[src/rtl/dmem_bridge.sv]
// dmem_bridge: connects the core's memory-stage port to the single-port data bus.
// Stores are posted into a small write FIFO and drained onto the bus in order.
// Loads wait until every earlier posted store has completed on the bus.
//
// Handshakes:
//   Bus:  a transfer completes in the cycle where bus_req and bus_ack are both
//         high. While bus_req is high, bus_we/bus_addr/bus_wdata/bus_be stay
//         stable. bus_req never depends combinationally on bus_ack.
//   Core: a store is a single-cycle core_we pulse. It is never back-pressured;
//         when it cannot be queued it is dropped and reported.
//         A load holds core_re and core_addr until the one-cycle core_rvalid.
module dmem_bridge #(
  parameter int DEPTH = 4
) (
  input  logic        clk,
  input  logic        rst,
  input  logic [31:0] core_addr,
  input  logic [31:0] core_wdata,
  input  logic        core_we,
  input  logic [3:0]  core_wmask,
  input  logic        core_re,
  output logic [31:0] core_rdata,
  output logic        core_rvalid,
  output logic        bus_req,
  output logic        bus_we,
  output logic [31:0] bus_addr,
  output logic [31:0] bus_wdata,
  output logic [3:0]  bus_be,
  input  logic        bus_ack,
  input  logic [31:0] bus_rdata,
  output logic        misalign_err,
  output logic        wr_overflow,
  output logic        busy,
  output logic [1:0]  state_dbg
);

  localparam int AW = $clog2(DEPTH);

  typedef enum logic [1:0] {
    S_IDLE = 2'd0,
    S_WR   = 2'd1,
    S_RD   = 2'd2,
    S_RESP = 2'd3
  } state_t;

  typedef struct packed {
    logic [31:0] addr;
    logic [31:0] wdata;
    logic [3:0]  be;
  } entry_t;

  state_t        state;
  entry_t        mem [DEPTH];
  logic [AW-1:0] rd_ptr;
  logic [AW-1:0] wr_ptr;
  logic [AW-1:0] rd_ptr_inc;
  logic [AW:0]   count;
  logic [AW:0]   count_next;

  logic [1:0]    off;
  logic          st_mis;
  logic          ld_mis;
  logic          push_req;
  logic          push;
  logic          pop;
  logic          full;
  logic          overflow_hit;
  entry_t        push_entry;
  entry_t        head_after_pop;

  // Decode store/load alignment and FIFO push/pop decisions for this cycle.
  always_comb begin
    off            = core_addr[1:0];
    st_mis         = ((core_wmask == 4'b0011) && off[0]) ||
                     ((core_wmask == 4'b1111) && (off != 2'b00));
    ld_mis         = (core_wmask == 4'b1111) && (off != 2'b00);
    push_entry     = '0;
    push_entry.addr  = {core_addr[31:2], 2'b00};
    push_entry.wdata = core_wdata << {off, 3'b000};
    push_entry.be    = core_wmask << off;
    pop            = (state == S_WR) && bus_ack;
    full           = (count == (AW+1)'(DEPTH));
    push_req       = core_we && !st_mis;
    push           = push_req && (!full || pop);
    overflow_hit   = push_req && full && !pop;
    rd_ptr_inc     = rd_ptr + AW'(1);
    count_next     = count;
    case ({push, pop})
      2'b10:   count_next = count + (AW+1)'(1);
      2'b01:   count_next = count - (AW+1)'(1);
      default: count_next = count;
    endcase
    // Entry presented on the bus after a pop: the next stored entry, or the
    // store being pushed right now when the FIFO held only the popped one.
    head_after_pop = (count >= (AW+1)'(2)) ? mem[rd_ptr_inc] : push_entry;
  end

  // FIFO storage and pointers; the count changes only on push xor pop.
  always_ff @(posedge clk) begin
    if (rst) begin
      rd_ptr <= '0;
      wr_ptr <= '0;
      count  <= '0;
    end else begin
      if (push) begin
        mem[wr_ptr] <= push_entry;
        wr_ptr      <= wr_ptr + AW'(1);
      end
      if (pop) begin
        rd_ptr <= rd_ptr_inc;
      end
      count <= count_next;
    end
  end

  // Bus sequencing FSM with registered bus and core-side outputs.
  always_ff @(posedge clk) begin
    if (rst) begin
      state        <= S_IDLE;
      bus_req      <= 1'b0;
      bus_we       <= 1'b0;
      bus_addr     <= '0;
      bus_wdata    <= '0;
      bus_be       <= '0;
      core_rdata   <= '0;
      core_rvalid  <= 1'b0;
      misalign_err <= 1'b0;
      wr_overflow  <= 1'b0;
    end else begin
      misalign_err <= core_we && st_mis;
      core_rvalid  <= 1'b0;
      if (overflow_hit) begin
        wr_overflow <= 1'b1;
      end
      case (state)
        S_IDLE: begin
          if ((count != '0) || push) begin
            // Stores go out before any load seen in the same cycle.
            state     <= S_WR;
            bus_req   <= 1'b1;
            bus_we    <= 1'b1;
            bus_addr  <= (count != '0) ? mem[rd_ptr].addr  : push_entry.addr;
            bus_wdata <= (count != '0) ? mem[rd_ptr].wdata : push_entry.wdata;
            bus_be    <= (count != '0) ? mem[rd_ptr].be    : push_entry.be;
          end else if (core_re) begin
            if (ld_mis) begin
              misalign_err <= 1'b1;
              core_rdata   <= '0;
              core_rvalid  <= 1'b1;
              state        <= S_RESP;
            end else begin
              state     <= S_RD;
              bus_req   <= 1'b1;
              bus_we    <= 1'b0;
              bus_addr  <= {core_addr[31:2], 2'b00};
              bus_wdata <= '0;
              bus_be    <= 4'b1111;
            end
          end
        end
        S_WR: begin
          if (bus_ack) begin
            if (count_next == '0) begin
              state   <= S_IDLE;
              bus_req <= 1'b0;
              bus_we  <= 1'b0;
            end else begin
              bus_addr  <= head_after_pop.addr;
              bus_wdata <= head_after_pop.wdata;
              bus_be    <= head_after_pop.be;
            end
          end
        end
        S_RD: begin
          if (bus_ack) begin
            core_rdata  <= bus_rdata >> {off, 3'b000};
            core_rvalid <= 1'b1;
            bus_req     <= 1'b0;
            state       <= S_RESP;
          end
        end
        S_RESP: begin
          // core_re still belongs to the load just completed.
          state <= S_IDLE;
        end
        default: state <= S_IDLE;
      endcase
    end
  end

  assign busy      = (count != '0) || (state != S_IDLE);
  assign state_dbg = state;

endmodule
[config.mk]
export PLATFORM = sky130hd
export DESIGN_NAME = dmem_bridge
export DESIGN_NICKNAME = d
export VERILOG_FILES = /design/src/rtl/dmem_bridge.sv
export SDC_FILE = /design/constraint.sdc
export NUM_CORES = 1
export LEC_CHECK = 0
export ABC_AREA = 1
export CAP_MARGIN = 0
export CORE_MARGIN = 2
export CORE_UTILIZATION = 51
export DETAILED_ROUTE_END_ITERATION = 16
export PLACE_DENSITY = 0.73
export SLEW_MARGIN = 10
export SYNTH_ARGS = -nofsm -noshare
export SYNTH_HDL_FRONTEND = slang
export SYNTH_SLANG_ARGS = --single-unit
[constraint.sdc]
create_clock -name clk -period 6.8 [get_ports clk]
set_input_delay 1.36 -clock clk [delete_from_list [all_inputs] [get_ports clk]]
set_output_delay 1.36 -clock clk [all_outputs]
set_load 0.1 [all_outputs]
Word level (Yosys, flattened, before mapping) --
Memories as Yosys holds them, arrays and structs flattened. A register that Yosys moved wholly into a read port is not among the register bits. Cells that the tools add are included.
Cells by class: $add $sub $neg 4, equality and inequality tests 17, mux-type cells 60, magnitude comparators 1, shift-type cells 3, reduce and logical (&&, ||, !) cells 28
Operator list (count):
- $mux 32 | 16
- $pmux 32 s2 | 3
- $mux 68 | 1
- $shl 32x5->32 | 1
- $shr 32x5->32 | 1
- $mux 4 | 6
- $mux 1 | 21
- $reduce_and 5->1 | 3
- $mux 2 | 7
- $ne 2x2->1 const B | 6
- $logic_and 1x1->1 | 8
- $pmux 2 s4 | 1
- $pmux 4 s2 | 1
- $reduce_bool 2->1 | 4
- $eq 2x2->1 const B | 3
- $ne 3x3->1 const B | 2
- $pmux 3 s2 | 1
- $reduce_and 6->1 | 1
- $reduce_bool 3->1 | 2
- $add 2x1->2 const B | 2
- $eq 2x1->1 const B | 2
- $eq 4x2->1 const B | 1
- $eq 4x4->1 const B | 1
- $logic_or 1x1->1 | 4
- other kinds (12) | 15
Word-level totals: memories kept 1, word-level logic and storage cells 127, output and inout port bits 108, memory bits (writable) 264, register bits 114
Memory list:
- mem | words 4, bits a word 66, read ports 2, clocked after Yosys merged registers in 1, wr ports 1, line 53 | entry_t mem [DEPTH];

Logic depth before layout (Yosys ltp) --
Gate-level depths: netlist of run 1.
depth after elaboration 12, mapped depth 22, depth with buffers taken out 20

Worst setup path before layout of run 1 --
No wires, ideal clock.
path type in2reg, from in rst, to mem mem[0][0] (netlist name), enable pin, path slack 1508 ps, stages 5, arrival time 4801 ps, path buffers 2, required time 6309 ps, path through clkbuf_1 inv_2 clkbuf_1 nand3_1 nor2_1
Between the ends: longest elaborated chain between the ends 2
Ends and longest elaborated chain:
- from (decl) | line 16 | input logic rst,
- $mux 1 | line 100 | if (rst) begin
- $mux 1 (implied by the code) | line 106 | mem[wr_ptr] <= push_entry;
- to (decl) | line 53
No other way between the ends.

Final worst setup path of run 1 --
from reg count[2], to out busy
Between the ends: longest elaborated chain between the ends 2
Ends and longest elaborated chain:
- from (decl) | line 57 | logic [AW:0] count;
- from (signal assigned) | line 112 | count <= count_next;
- $reduce_bool 3->1 | line 191 | assign busy = (count != '0) || (state != S_IDLE);
- $logic_or 1x1->1 | line 191
- to (decl) | line 33 | output logic busy,
No other way between the ends.

==> results of run 1 <==
[how the worst max path moves through the flow]
stage / end / cells after the start / start
final: busy / 8 / count[2]$_SDFF_PP0_
after global routing: busy / 8 / count[2]$_SDFF_PP0_
after CTS: busy / 8 / count[2]$_SDFF_PP0_
after detailed placement: bus_wdata[27]$_SDFFE_PP0P_ / 20 / core_addr[1]
after global placement: bus_wdata[9]$_SDFFE_PP0P_ / 20 / core_addr[1]
after floorplan: mem[0][0]$_DFFE_PP_ / 5 / rst
[worst register-to-register path, delay by kind of cell (launching register included)]
kind	cells	cell delay, ns
DFF	1	0.36
and+or+nand+nor	9	1.81
buffers and inverters	5	2.04
[power groups by stage]
| stage | clock (mW) | sequential (mW) | combinational (mW) |
|---|---|---|---|
| after floorplan | 0 | 4.35 | 2.38 |
| after global placement | 0 | 2.98 | 5.00 |
| after detailed placement | 0 | 2.98 | 5.08 |
| after CTS | 2.38 | 2.94 | 5.10 |
| after global routing | 2.48 | 2.97 | 5.52 |
| final | 2.35 | 2.94 | 5.14 |
[stage by stage]
stage | worst slack (ns) | util, %
finish | 1.81 | 61.8
global route | 1.72 | 61.8
CTS | 1.88 | 61.8
detailed placement | 1.71 | 58.1
global placement | 1.92 | 58.1
floorplan | 1.51 | -
[flip-flops by register name, summed over array words and instances (netlist names), 2 cells and up, named ones only]
| register | flops |
|---|---|
| wr_ptr | 2 |
| bus_wdata | 32 |
| core_rdata | 32 |
| bus_addr | 30 |
| rd_ptr | 2 |
| state_dbg | 2 |
| mem | 264 |
| bus_be | 4 |
| count | 3 |
[per-layer routing]
layer | global-route usage (%) | vias up
li1 | - | 8574
met1 | 38.7 | 8479
met4 | 16.2 | 0
met3 | 5.20 | 171
met5 | 0 | -
met2 | 48.7 | 1023
[area by class of cell]
type / count / share of cell area (%)
Inverter: 122 / 1.98
Multi-Input combinational cell: 1878 / 35.2
Clock inverter: 24 / 1.26
Tap cell: 511 / 2.74
Clock buffer: 54 / 4.87
Timing Repair Buffer: 241 / 10.1
Sequential cell: 378 / 43.9
[cells by family after synthesis]
| group | count (synthesis) | synth area share [%] |
|---|---|---|
| AO/OA/AOI/OAI | 364 | 10.3 |
| adder cells (fa/ha/maj) | 10 | 0.681 |
| buffers and inverters | 287 | 6.00 |
| flip-flops | 378 | 52.4 |
| other | 1 | 0.0192 |
| AND/OR/NAND/NOR | 1502 | 30.6 |
[cells in the final DEF, fill, tap and decap left out, types with 3 or more instances in the layout]
master / synthesis / layout
o22ai_1: 22 / 22
nand2_1: 933 / 933
a22oi_1: 25 / 25
clkbuf_8: 0 / 3
or2_2: 4 / 4
nor2_4: 3 / 10
inv_1: 112 / 112
o211ai_1: 27 / 27
nor2_1: 370 / 364
inv_2: 9 / 6
clkdlybuf4s50_1: 0 / 209
bufinv_16: 0 / 6
clkinvlp_4: 0 / 3
edfxtp_1: 264 / 264
ha_1: 9 / 9
a21boi_0: 3 / 3
clkbuf_1: 93 / 6
nand3_1: 163 / 163
clkinv_1: 1 / 4
clkbuf_16: 0 / 42
dfxtp_1: 114 / 111
o21ai_0: 174 / 174
nand3b_1: 8 / 8
nand4_1: 16 / 16
a21oi_1: 109 / 108
buf_4: 11 / 29
clkinv_2: 0 / 12
==> flow_summary.json, run 1 <==
{
  "top_layer_used": "met4",
  "wl_met2_mm": 28.0,
  "clock_latency_ns": 0.57,
  "syn_avg_cell_area_um2": 7.67,
  "period_needed_ns": 4.99,
  "yosysMostFrequentCell": "nand2_1",
  "ys_seq_elements": 378,
  "slew_headroom_pct": 17.4,
  "antenna_found_initial": 0,
  "worstPathRequired_ns": 5.44,
  "power.total_mw": 10.4,
  "p_switching_mw": 5.01,
  "post_cts_buffers": 0,
  "ioPinCount": 213,
  "crit_buf_inv": 5,
  "seq_area_um2": 10200,
  "dieArea_um2": 39800,
  "place_hpwl_mm": 35.2,
  "power_frac_comb_pct": 49.3,
  "cts.sinks": 378,
  "yosysTopAreaCell": "edfxtp_1",
  "synth_area_um2": 19500,
  "setup_viol": 0,
  "p_per_area_nw_per_um2": 448,
  "cts_tree": "done",
  "fin_cells": 3208,
  "min_path_type": "reg2reg",
  "fin_area_um2": 23300,
  "post_dp_cell_area_um2": 21900,
  "viasPerCell": 5.69,
  "status": "completed",
  "diodes": 0,
  "place_inst": 3130,
  "cts_resized": 0,
  "grt_first_pass_wirelength_mm": 92.4,
  "synth_seq_area_share_pct": 52.4,
  "via_count": 18247,
  "critPathSlowestCell": "clkdlybuf4s50_1",
  "p_seq_share_pct": 28.2,
  "drt_iter0_markers": 1981,
  "cts_root_buf": "clkbuf_16",
  "hold_start": "bus_addr[6]$_SDFFE_PP0P_",
  "tightestPinTransition_ns": 1.24,
  "grt_pass1_vias": 17459,
  "initial_core_util_pct": 51.7,
  "die_h_um": 199,
  "drt_first_pass_iters": 6,
  "swShare_pct": 48.0,
  "synthTopCellsByCount": "933 x nand2_1, 370 x nor2_1, 264 x edfxtp_1",
  "post_drt_wl_per_cell_um": 18.9,
  "drt-met1-wl_mm": 23.7,
  "syn_inst": 2542,
  "chipWidth_um": 199,
  "path_clk_slew_ns": 0.06,
  "crit_path_end_kind": "output port",
  "hold_viol_final": 0,
  "slew_viol_final": 0,
  "synthToLayoutAreaGrowth_pct": 19.5,
  "synth_top_area_share_pct": 40.7,
  "synthFlopType": "edfxtp_1",
  "ys_top_cells_by_area": "edfxtp_1 41%, nand2_1 18%, dfxtp_1 12%",
  "grt_max_degree": 133,
  "clock_power_share_pct": 22.5,
  "h-tree-depth": 2,
  "hold_depth": 2,
  "vdd_drop_max_mv": 0.556,
  "async_reset_ff_share_pct": 0,
  "regToRegSetupSlack_ns": 2.50,
  "yosys_warnings": 0,
  "cts-buffers-inserted": 42,
  "r2r_start": "count[2]$_SDFF_PP0_",
  "fillCellCount": 3254,
  "ctsHoldBuffers": 0,
  "multi_input_area_um2": 8190,
  "period_share_pct": 73.4,
  "drive_above_1_share_pct": 4.97,
  "routed_wl_mm": 60.5,
  "leakage_nw": 9.58,
  "finalWeightedCongestion": 0.885,
  "grt_overflow": 0,
  "io_buffers": 210,
  "fin_skew_ns": 0.0204,
  "crit_chain": "nor2_4 -> buf_4 -> inv_2 -> nor2_2 -> inv_2 -> nor2_4 -> inv_1 -> clkdlybuf4s50_1",
  "cts_buffer_depth": 3,
  "ant_nets": 0,
  "cap_violations": 0,
  "r2r_end": "bus_wdata[16]$_SDFFE_PP0P_",
  "rows": 71,
  "start_kind": "register",
  "ff2ff_path_depth": 14,
  "wl_met3_mm": 6.24,
  "crit_path_max_fanout": 43,
  "synth_edf_count": 264,
  "whs_endpoint": "bus_addr[6]$_SDFFE_PP0P_",
  "rsz0062_at_grt": "false",
  "critPathTopFamily": "buffers and inverters",
  "track_usage_pct": 30.1,
  "layout.nets": 2778,
  "synth_cell_types": 32,
  "crit_arrival_ns": 3.63,
  "critical_path.max_stage_delay_ns": 0.98,
  "p_int_mw": 5.42,
  "criticalPathCategory": "reg2out",
  "fin_tns_setup_ns": 0,
  "max_freq_mhz": 200,
  "drc_errors": 0,
  "core_um2": 37700,
  "timing.hold.ws_ns": 0.479
}
No activity file was read; power rests on OpenSTA's default activity.
==> inputs of run 2 (changes only) <==
--- a/config.mk
+++ b/config.mk
@@ -10,7 +10,7 @@
 export CORE_MARGIN = 2
 export CORE_UTILIZATION = 51
 export DETAILED_ROUTE_END_ITERATION = 16
-export PLACE_DENSITY = 0.73
+export PLACE_DENSITY = 0.76
 export SLEW_MARGIN = 10
 export SYNTH_ARGS = -nofsm -noshare
 export SYNTH_HDL_FRONTEND = slang
==> constraint.sdc (replaced) <==
create_clock -name clk -period 4.4 [get_ports clk]
set_input_delay 0.88 -clock clk [delete_from_list [all_inputs] [get_ports clk]]
set_output_delay 0.88 -clock clk [all_outputs]
set_load 0.1 [all_outputs]
==> run 2 against run 1 <==
- utilization about the same
- clock power up 43%
- cell area about the same
- global-route usage decreased by 0.14 points
- wire length shrank 1.1%
- combinational power is 56% higher
- via count rose by 0.42%
- setup slack worse by 1.2 ns
- worst hold slack hardly changed
- non-clock buffer count up 12
==> flow_summary.json, run 2 (same netlist as run 1, synthesis figures left out) <==
{
  "status": "completed",
  "viasPerCell": 5.69,
  "start_kind": "input port",
  "grt_first_pass_wirelength_mm": 92.6,
  "path_clk_slew_ns": 0.06,
  "worstPathRequired_ns": 4.84,
  "track_usage_pct": 30.0,
  "post_drt_wl_per_cell_um": 18.6,
  "seq_area_um2": 10200,
  "cts_buffer_depth": 3,
  "dieArea_um2": 39800,
  "ff2ff_path_depth": 19,
  "drc_errors": 0,
  "slew_viol_final": 0,
  "fin_skew_ns": 0.0132,
  "leakage_nw": 9.59,
  "cts_root_buf": "clkbuf_16",
  "min_path_type": "reg2reg",
  "hold_depth": 2,
  "multi_input_area_um2": 8190,
  "critPathSlowestCell": "clkdlybuf4s50_1",
  "tightestPinTransition_ns": 1.27,
  "core_um2": 37700,
  "cp.depth": 19,
  "ant_nets": 0,
  "chipWidth_um": 199,
  "drt_iter0_markers": 2127,
  "fin_area_um2": 23300,
  "slew_headroom_pct": 15.3,
  "p_per_area_nw_per_um2": 683,
  "crit_arrival_ns": 4.25,
  "period_share_pct": 86.6,
  "fin_util_pct": 61.9,
  "mostFrequentLayoutCell": "nand2_1",
  "via_count": 18324,
  "max_freq_mhz": 262,
  "initial_core_util_pct": 51.7,
  "ctsHoldBuffers": 0,
  "period_needed_ns": 3.81,
  "critical_path.max_stage_delay_ns": 0.44,
  "top_register": "mem",
  "criticalPathCategory": "in2reg",
  "setup_viol": 0,
  "place_hpwl_mm": 36.3,
  "grt_overflow": 0,
  "drt_first_pass_iters": 6,
  "reg.largest.list": "mem (264), bus_wdata (32), core_rdata (32)",
  "crit_path_end_kind": "register",
  "grt_pass1_vias": 17766,
  "crit_path_max_fanout": 68,
  "cts-buffers-inserted": 41,
  "grt_max_degree": 107,
  "cap_violations": 0,
  "fillCellCount": 3221,
  "drive_above_1_share_pct": 4.95,
  "finalWeightedCongestion": 0.873,
  "synthToLayoutAreaGrowth_pct": 19.6,
  "crit_top_cell": "nand2_1",
  "antenna_found_initial": 2,
  "largest_register_ffs": 264,
  "critPathTopFamily": "simple AND/OR/NAND/NOR gates",
  "timing.hold.ws_ns": 0.479,
  "post_cts_buffers": 0,
  "cts.sinks": 378,
  "h-tree-depth": 2,
  "rsz0062_at_grt": "false",
  "routed_wl_mm": 59.8,
  "layout.nets": 2789,
  "vdd_drop_max_mv": 0.537,
  "crit_buf_inv": 3,
  "cts_tree": "done",
  "cts_resized": 0,
  "rows": 71,
  "ioPinCount": 213,
  "crit_chain": "clkdlybuf4s50_1 -> nand2_1 -> nor2_1 -> nand2_1 -> nand4_4 -> ha_1 -> inv_1 -> fa_1 -> o21ai_0 -> nor2_1 -> nand3_1 -> nand2_1 -> nand2_1 -> nand2_1 -> nor2_4 -> buf_12 -> nand2_1 -> nand2_1 -> nor2_1",
  "post_dp_cell_area_um2": 22000,
  "io_buffers": 210,
  "clock_latency_ns": 0.55,
  "die_h_um": 199,
  "hold_viol_final": 0,
  "final_cell_mix": "933 x nand2_1, 364 x nor2_1, 264 x edfxtp_1"
}
[run 2: cell count changes in the layout (fill, tap and decap cells not counted), moves of 3 or more]
cell and change:
clkinv_2 -5, buf_4 +9, bufinv_16 -4, clkinvlp_4 -3, buf_12 +4, clkbuf_1 +11
[run 2: through the flow]
stage	power, mW	setup TNS [ns]	cells	setup slack (ns)
global route	16.7	0	3219	0.269
CTS	15.9	0	3218	0.637
finish	15.9	0	3219	0.587
floorplan	10.4	-150.00	2543	-0.568
global placement	12.4	0	3142	0.274
detailed placement	12.5	0	3142	0.0756
[run 2: final timing paths]
path,from,to,slack [ns]
setup reg to reg,state_dbg[1]$_SDFFE_PP0P_,bus_be[0]$_SDFFE_PP0P_,0.90
setup / recovery,core_wmask[1],bus_be[0]$_SDFFE_PP0P_,0.59
hold reg to reg,core_rdata[18]$_SDFFE_PP0P_,core_rdata[18]$_SDFFE_PP0P_,0.48
hold / removal,core_rdata[18]$_SDFFE_PP0P_,core_rdata[18]$_SDFFE_PP0P_,0.48
[run 2: report_power, final]
group / internal, mW / switching, mW
Clock: 1.97 / 1.39
Combinational: 2.01 / 6.02
Sequential: 4.26 / 0.269
[run 2: worst register-to-register path: cells and delay by family, from the launching register on]
family,cells,cell delay [ns]
AO/OA/AOI/OAI,1,0.30
adder cells (fa/ha/maj),3,0.85
buffers and inverters,3,0.48
flip-flops,1,0.34
AND/OR/NAND/NOR,12,1.44
[run 2: routing by layer]
layer | wire [µm] | vias to the layer above | track usage, %
met5 | 0 | - | 0
met1 | 22700 | 8411 | 38.6
met3 | 6420 | 194 | 5.00
met4 | 2660 | 0 | 16.2
met2 | 28000 | 1129 | 48.5
li1 | - | 8590 | -
[run 2: layout make-up]
| type | count | area share [%] |
|---|---|---|
| Sequential cell | 378 | 43.8 |
| Multi-Input combinational cell | 1878 | 35.1 |
| Timing Repair Buffer | 253 | 10.7 |
| Clock buffer | 62 | 5.06 |
| Tap cell | 511 | 2.74 |
| Inverter | 122 | 1.97 |
| Clock inverter | 14 | 0.548 |
| Antenna cell | 1 | 0.0107 |
